## src/rtl/shift_reg_piso_tx_pkg.sv

```systemverilog
// Shared types and sizing helpers for the PISO serializer and its bit counter.
package shift_reg_piso_tx_pkg;

    typedef enum logic {
        IDLE  = 1'b0,
        SHIFT = 1'b1
    } piso_state_t;

    // Counter width for a WIDTH-bit frame; never less than one bit.
    function automatic int cnt_w(input int width);
        return (width < 2) ? 1 : $clog2(width);
    endfunction

endpackage

```

## src/rtl/piso_bit_cnt.sv

```systemverilog
// WIDTH-modulo bit counter with enable and synchronous active-low clear.
// One-cycle update; tc flags the final bit position (WIDTH-1).
module piso_bit_cnt
    import shift_reg_piso_tx_pkg::*;
#(
    parameter int WIDTH = 4,
    localparam int CW = cnt_w(WIDTH)
) (
    input  logic          clk,
    input  logic          clr_n,
    input  logic          en,
    output logic [CW-1:0] cnt,
    output logic          tc
);

    localparam logic [CW-1:0] LAST = CW'(WIDTH - 1);

    assign tc = (cnt == LAST);

    always_ff @(posedge clk) begin
        if (!clr_n) begin
            cnt <= '0;
        end else if (en) begin
            cnt <= tc ? '0 : cnt + CW'(1);
        end
    end

endmodule

```

## src/rtl/shift_reg_piso_tx.sv

```systemverilog
// Parallel-in serial-out transmitter: first bit one cycle after load, advances on shift_en.
// load_ready is high in IDLE or on the final-bit advance, allowing gapless back-to-back frames.
module shift_reg_piso_tx
    import shift_reg_piso_tx_pkg::*;
#(
    parameter int WIDTH     = 4,
    parameter bit MSB_FIRST = 1'b1
) (
    input  logic             clk,
    input  logic             reset_n,
    input  logic [WIDTH-1:0] d,
    input  logic             load_valid,
    output logic             load_ready,
    input  logic             shift_en,
    output logic             sout,
    output logic             sout_valid,
    output logic             sout_last
);

    localparam int CW = cnt_w(WIDTH);

    piso_state_t      state;
    logic [WIDTH-1:0] shreg;
    logic [CW-1:0]    bit_cnt;
    logic             cnt_tc;
    logic             in_shift;
    logic             load;
    logic             advance;
    logic             head_bit;

    assign in_shift   = (state == SHIFT);
    assign advance    = in_shift & shift_en;
    assign sout_last  = in_shift & cnt_tc;
    assign load_ready = reset_n & (~in_shift | (sout_last & shift_en));
    assign load       = load_valid & load_ready;

    assign head_bit   = MSB_FIRST ? shreg[WIDTH-1] : shreg[0];
    assign sout       = in_shift & head_bit;
    assign sout_valid = in_shift;

    // A load restarts the count even when it coincides with the wrap edge.
    piso_bit_cnt #(
        .WIDTH (WIDTH)
    ) u_bit_cnt (
        .clk   (clk),
        .clr_n (reset_n & ~load),
        .en    (advance),
        .cnt   (bit_cnt),
        .tc    (cnt_tc)
    );

    always_ff @(posedge clk) begin
        if (!reset_n) begin
            state <= IDLE;
            shreg <= '0;
        end else if (load) begin
            state <= SHIFT;
            shreg <= d;
        end else if (advance) begin
            if (MSB_FIRST) begin
                shreg <= {shreg[WIDTH-2:0], 1'b0};
            end else begin
                shreg <= {1'b0, shreg[WIDTH-1:1]};
            end
            if (cnt_tc) begin
                state <= IDLE;
            end
        end
    end

endmodule

```

## config.mk

```make
export PLATFORM = sky130hd
export DESIGN_NAME = shift_reg_piso_tx
export DESIGN_NICKNAME = d
export VERILOG_FILES = /design/src/rtl/shift_reg_piso_tx_pkg.sv /design/src/rtl/piso_bit_cnt.sv /design/src/rtl/shift_reg_piso_tx.sv
export SDC_FILE = /design/constraint.sdc
export NUM_CORES = 1
export LEC_CHECK = 0
export ABC_AREA = 1
export BUFFER_PORTS_ARGS = -buffer_cell sky130_fd_sc_hd__buf_2
export CAP_MARGIN = 20
export CORE_AREA = 2 2 39 41
export CTS_CLUSTER_DIAMETER = 50
export CTS_CLUSTER_SIZE = 24
export DETAILED_ROUTE_END_ITERATION = 16
export DIE_AREA = 0 0 41 43
export RECOVER_POWER = 50
export SYNTH_ARGS = -nofsm -noshare
export SYNTH_HDL_FRONTEND = slang
export SYNTH_SLANG_ARGS = --single-unit
export TNS_END_PERCENT = 100
```

## constraint.sdc

```tcl
create_clock -name clk -period 1.15 [get_ports clk]
set_input_delay 0.1725 -clock clk [delete_from_list [all_inputs] [get_ports clk]]
set_output_delay 0.1725 -clock clk [all_outputs]
set_load 0.01 [all_outputs]
```

==> summary.md <==
| Metric | Value |
|---|---|
| Post-synth top area cell | dfxtp_1 |
| 1st-iter DRT viols | 14 |
| Initial Util | 25.6% |
| Proportion of synthesized area in mux cells | 0% |
| CP max-delay cell | dfxtp_2 |
| Global-route wire length before repair | ~1400 um |
| Final setup violation count | 5 |
| Post-Syn Area | 354 um2 |
| HP Class | input port to register |
| LEAKAGE | 0.304 nW |
| Core box area | ~1400 um2 |
| Classification of the worst setup path | register to primary output |
| Vias per cell | 4.57 |
| Vias in the first global route | 349 |
| CP delay by family, top | flip-flops |
| CP arrival | 1.06 ns |
| Post-Synth Simple-Gate Area | 37.1% |
| Die area | 1760 um2 |
| CTS clk-pin slew, worst paths | 0.05 ns |
| Failing checks | setup timing |
| Worst EP required | 0.98 ns |
| Setup WS post-layout | -0.0809 ns |
| Tcrit/Tclk final | 107% |
| Max-Cap Viols | 0 |
| Routed Antenna Nets | 0 |
| H-Tree Depth | 1 |
| Max incr delay on CP | 0.35 ns |
| Top-level port count | 12 |
| Adder-cell share of the synthesized area | 3.53% |
| Root Driver | clkbuf_4 |
| DRT Wirelength | 942 um |
| Syn Nets | 60 |
| Avg WL per Cell | 10.5 um |
| Core Rows | 14 |
| CP Max Fanout | 2 |
| P&R area growth vs syn | 79.9% |
| FMAX | a little over 0.8 GHz |
| Slew headroom | 83.2% |
| Cells after synthesis | 51 |
| Synth area leaders | dfxtp_1 (40%), nand2_1 (16%), a21oi_1 (9.9%), nand3_1 (7.1%), inv_1 (5.3%) |
| Post-Synth XOR/XNOR Area | 0% |
| Yosys top cell area share | between 30% and 40% |
| PortBufs | 11 |
| Pin count of the biggest net entering global routing | 10 |
| Critical path capture point type | primary output |
| Number of max-slew violations in the final report | 0 |
| Clock latency on the worst-skew pair | 0.25 ns |
| Placed Cells | 83 |
| RSZ-0062 raised after global routing | true |
| Outcome | finished with violations |
| Pwr Density | 989 nW/um2 |
| Hold Buf Count CTS | 0 |
| Critical path launch point type | register |
| Syn Area/Cell | 6.94 um2 |
| # DRC | 0 |
| Netlist cell types | 14 |
| Ys Warns | 0 |
| GPL Wtd Cong | 0.802 |
| Initial antenna violation count | 0 |
| Sequential area share after synthesis | 39.6% |
| CTS tree | done |
| Fillers | 143 |
| Worst vdd ir | 0.367 mV |
| Die W | around 40 um |
| Largest family of logic cells by synthesized area | simple AND/OR/NAND/NOR gates |
| GRT Residual Overflow | 0 |
| Die height | 43 um |
| All-Layer GR Usage | 11.8% |
| Worst path cell trace | ha_4, nand2_4, a21oi_4, buf_6 |
| Ant diodes | 0 |
| Synthesized flop and latch total | 7 |
| Pre-antenna DRT Iters | 4 |
| Skew final | 0.00313 ns |
| Compound-gate portion of the synthesized area | 12.4% |
| Non-filler cells, final | 90 |
| Final core utilization | 46.0% |
| CTS max path bufs | 2 |
| Post-layout nets | 84 |
| Min cycle time layout | approximately 1.2 ns |
| DP Wirelength | between 500 and 600 um |
| Critical path buffers and inverters | 1 |
| Clk sinks | 7 |
| Routed vias | 411 |
| CTS Buf Count | 3 |
| Layout cells sized above 1 | a little over half |
| Hold Violations, Final | 0 |
| Worst-margin pin slew | 0.251 ns |
[cells by family (layout without fill, tap and decap cells)]
group / after synthesis / after routing
buf+inv: 7 / 29
flops: 7 / 7
simple gates: 28 / 29
fa+ha+maj: 1 / 1
compound gates: 8 / 8
[power breakdown]
group / switching (W) / leakage (nW) / internal (W) / total, W
Clock: 0.0000942 / 0.0150 / 0.000133 / 0.000227
Combinational: 0.0000675 / 0.230 / 0.0000624 / 0.000130
Sequential: 0.0000161 / 0.0586 / 0.000257 / 0.000273
Total: 0.000178 / 0.304 / 0.000452 / 0.000630
[state kept, by name, summed over array words and instances (netlist names)]
name           count
u_bit_cnt.cnt      2
sout_valid         1
shreg              4
[final cells by class]
type	count	area, um2	share of cell area, %
Clock buffer	4	26.3	4.13
Inverter	7	26.3	4.13
Multi-Input combinational cell	38	289	45.4
Sequential cell	7	144	22.6
Tap cell	16	20.0	3.14
Timing Repair Buffer	18	131	20.6
[path summary, 6_finish.rpt]
check	slack [ns]	from	depth (start not counted)	to
min reg2reg	0.48	shreg[0]$_SDFFE_PN0P_	2	shreg[0]$_SDFFE_PN0P_
max reg2reg	-0.05	u_bit_cnt.cnt[0]$_SDFFE_PN0P_	8	shreg[1]$_SDFFE_PN0P_
min	0.20	d[0]	3	shreg[0]$_SDFFE_PN0P_
max	-0.08	u_bit_cnt.cnt[0]$_SDFFE_PN0P_	4	load_ready
[cells in the final DEF, fill, tap and decap left out]
master / count
inv_1: 4
clkbuf_1: 1
nand2_4: 3
inv_2: 2
a21oi_2: 4
nand4_1: 3
ha_4: 1
dfxtp_2: 3
nand2_1: 12
nor3_1: 1
nand3_1: 4
a21oi_4: 1
nand2_8: 1
buf_4: 4
nand2_2: 1
nor2_1: 1
a21oi_1: 3
nand3_2: 1
clkinv_1: 1
buf_2: 9
nand3_4: 2
buf_6: 5
clkbuf_4: 3
dfxtp_1: 4
[Yosys cell counts (all sizes together)]
cell type  number
a21oi           8
clkinv          1
dfxtp           7
ha              1
inv             6
nand2          17
nand3           6
nand4           3
nor2            1
nor3            1
[worst min-delay path, cell delays in order]
cell and delay (ns):
buf_2 0.10, nand3_1 0.07, a21oi_1 0.06
[what timing repair did]
item,in CTS,in global routing
hold endpoints to repair,0,0
cloned,0,1
resized for setup,11,16
buffers inserted,2,0
setup endpoints to repair,6,8
pin swaps,3,5
[through the flow]
stage,power (W),setup WS [ns],hold WS (ns),area [um2],TNS [ns]
2_1_floorplan,0.000316,0.0325,0.320,354,0
3_3_place_gp,0.000360,0.0152,0.456,467,0
3_5_place_dp,0.000360,-0.0188,0.459,467,-0.0417
4_1_cts,0.000600,-0.107,0.194,551,-0.235
5_1_grt,0.000665,-0.132,0.209,637,-0.638
6_report,0.000630,-0.0809,0.201,637,-0.276
[per-layer routing]
metal / vias up / track usage (%) / wire length (um)
met3: 2 / 3.14 / 56
met4: 0 / 8.00 / 10
met5: - / 0 / 0
li1: 217 / - / -
met2: 13 / 17.5 / 504
met1: 179 / 14.0 / 370
No activity file was read; power rests on OpenSTA's default activity.
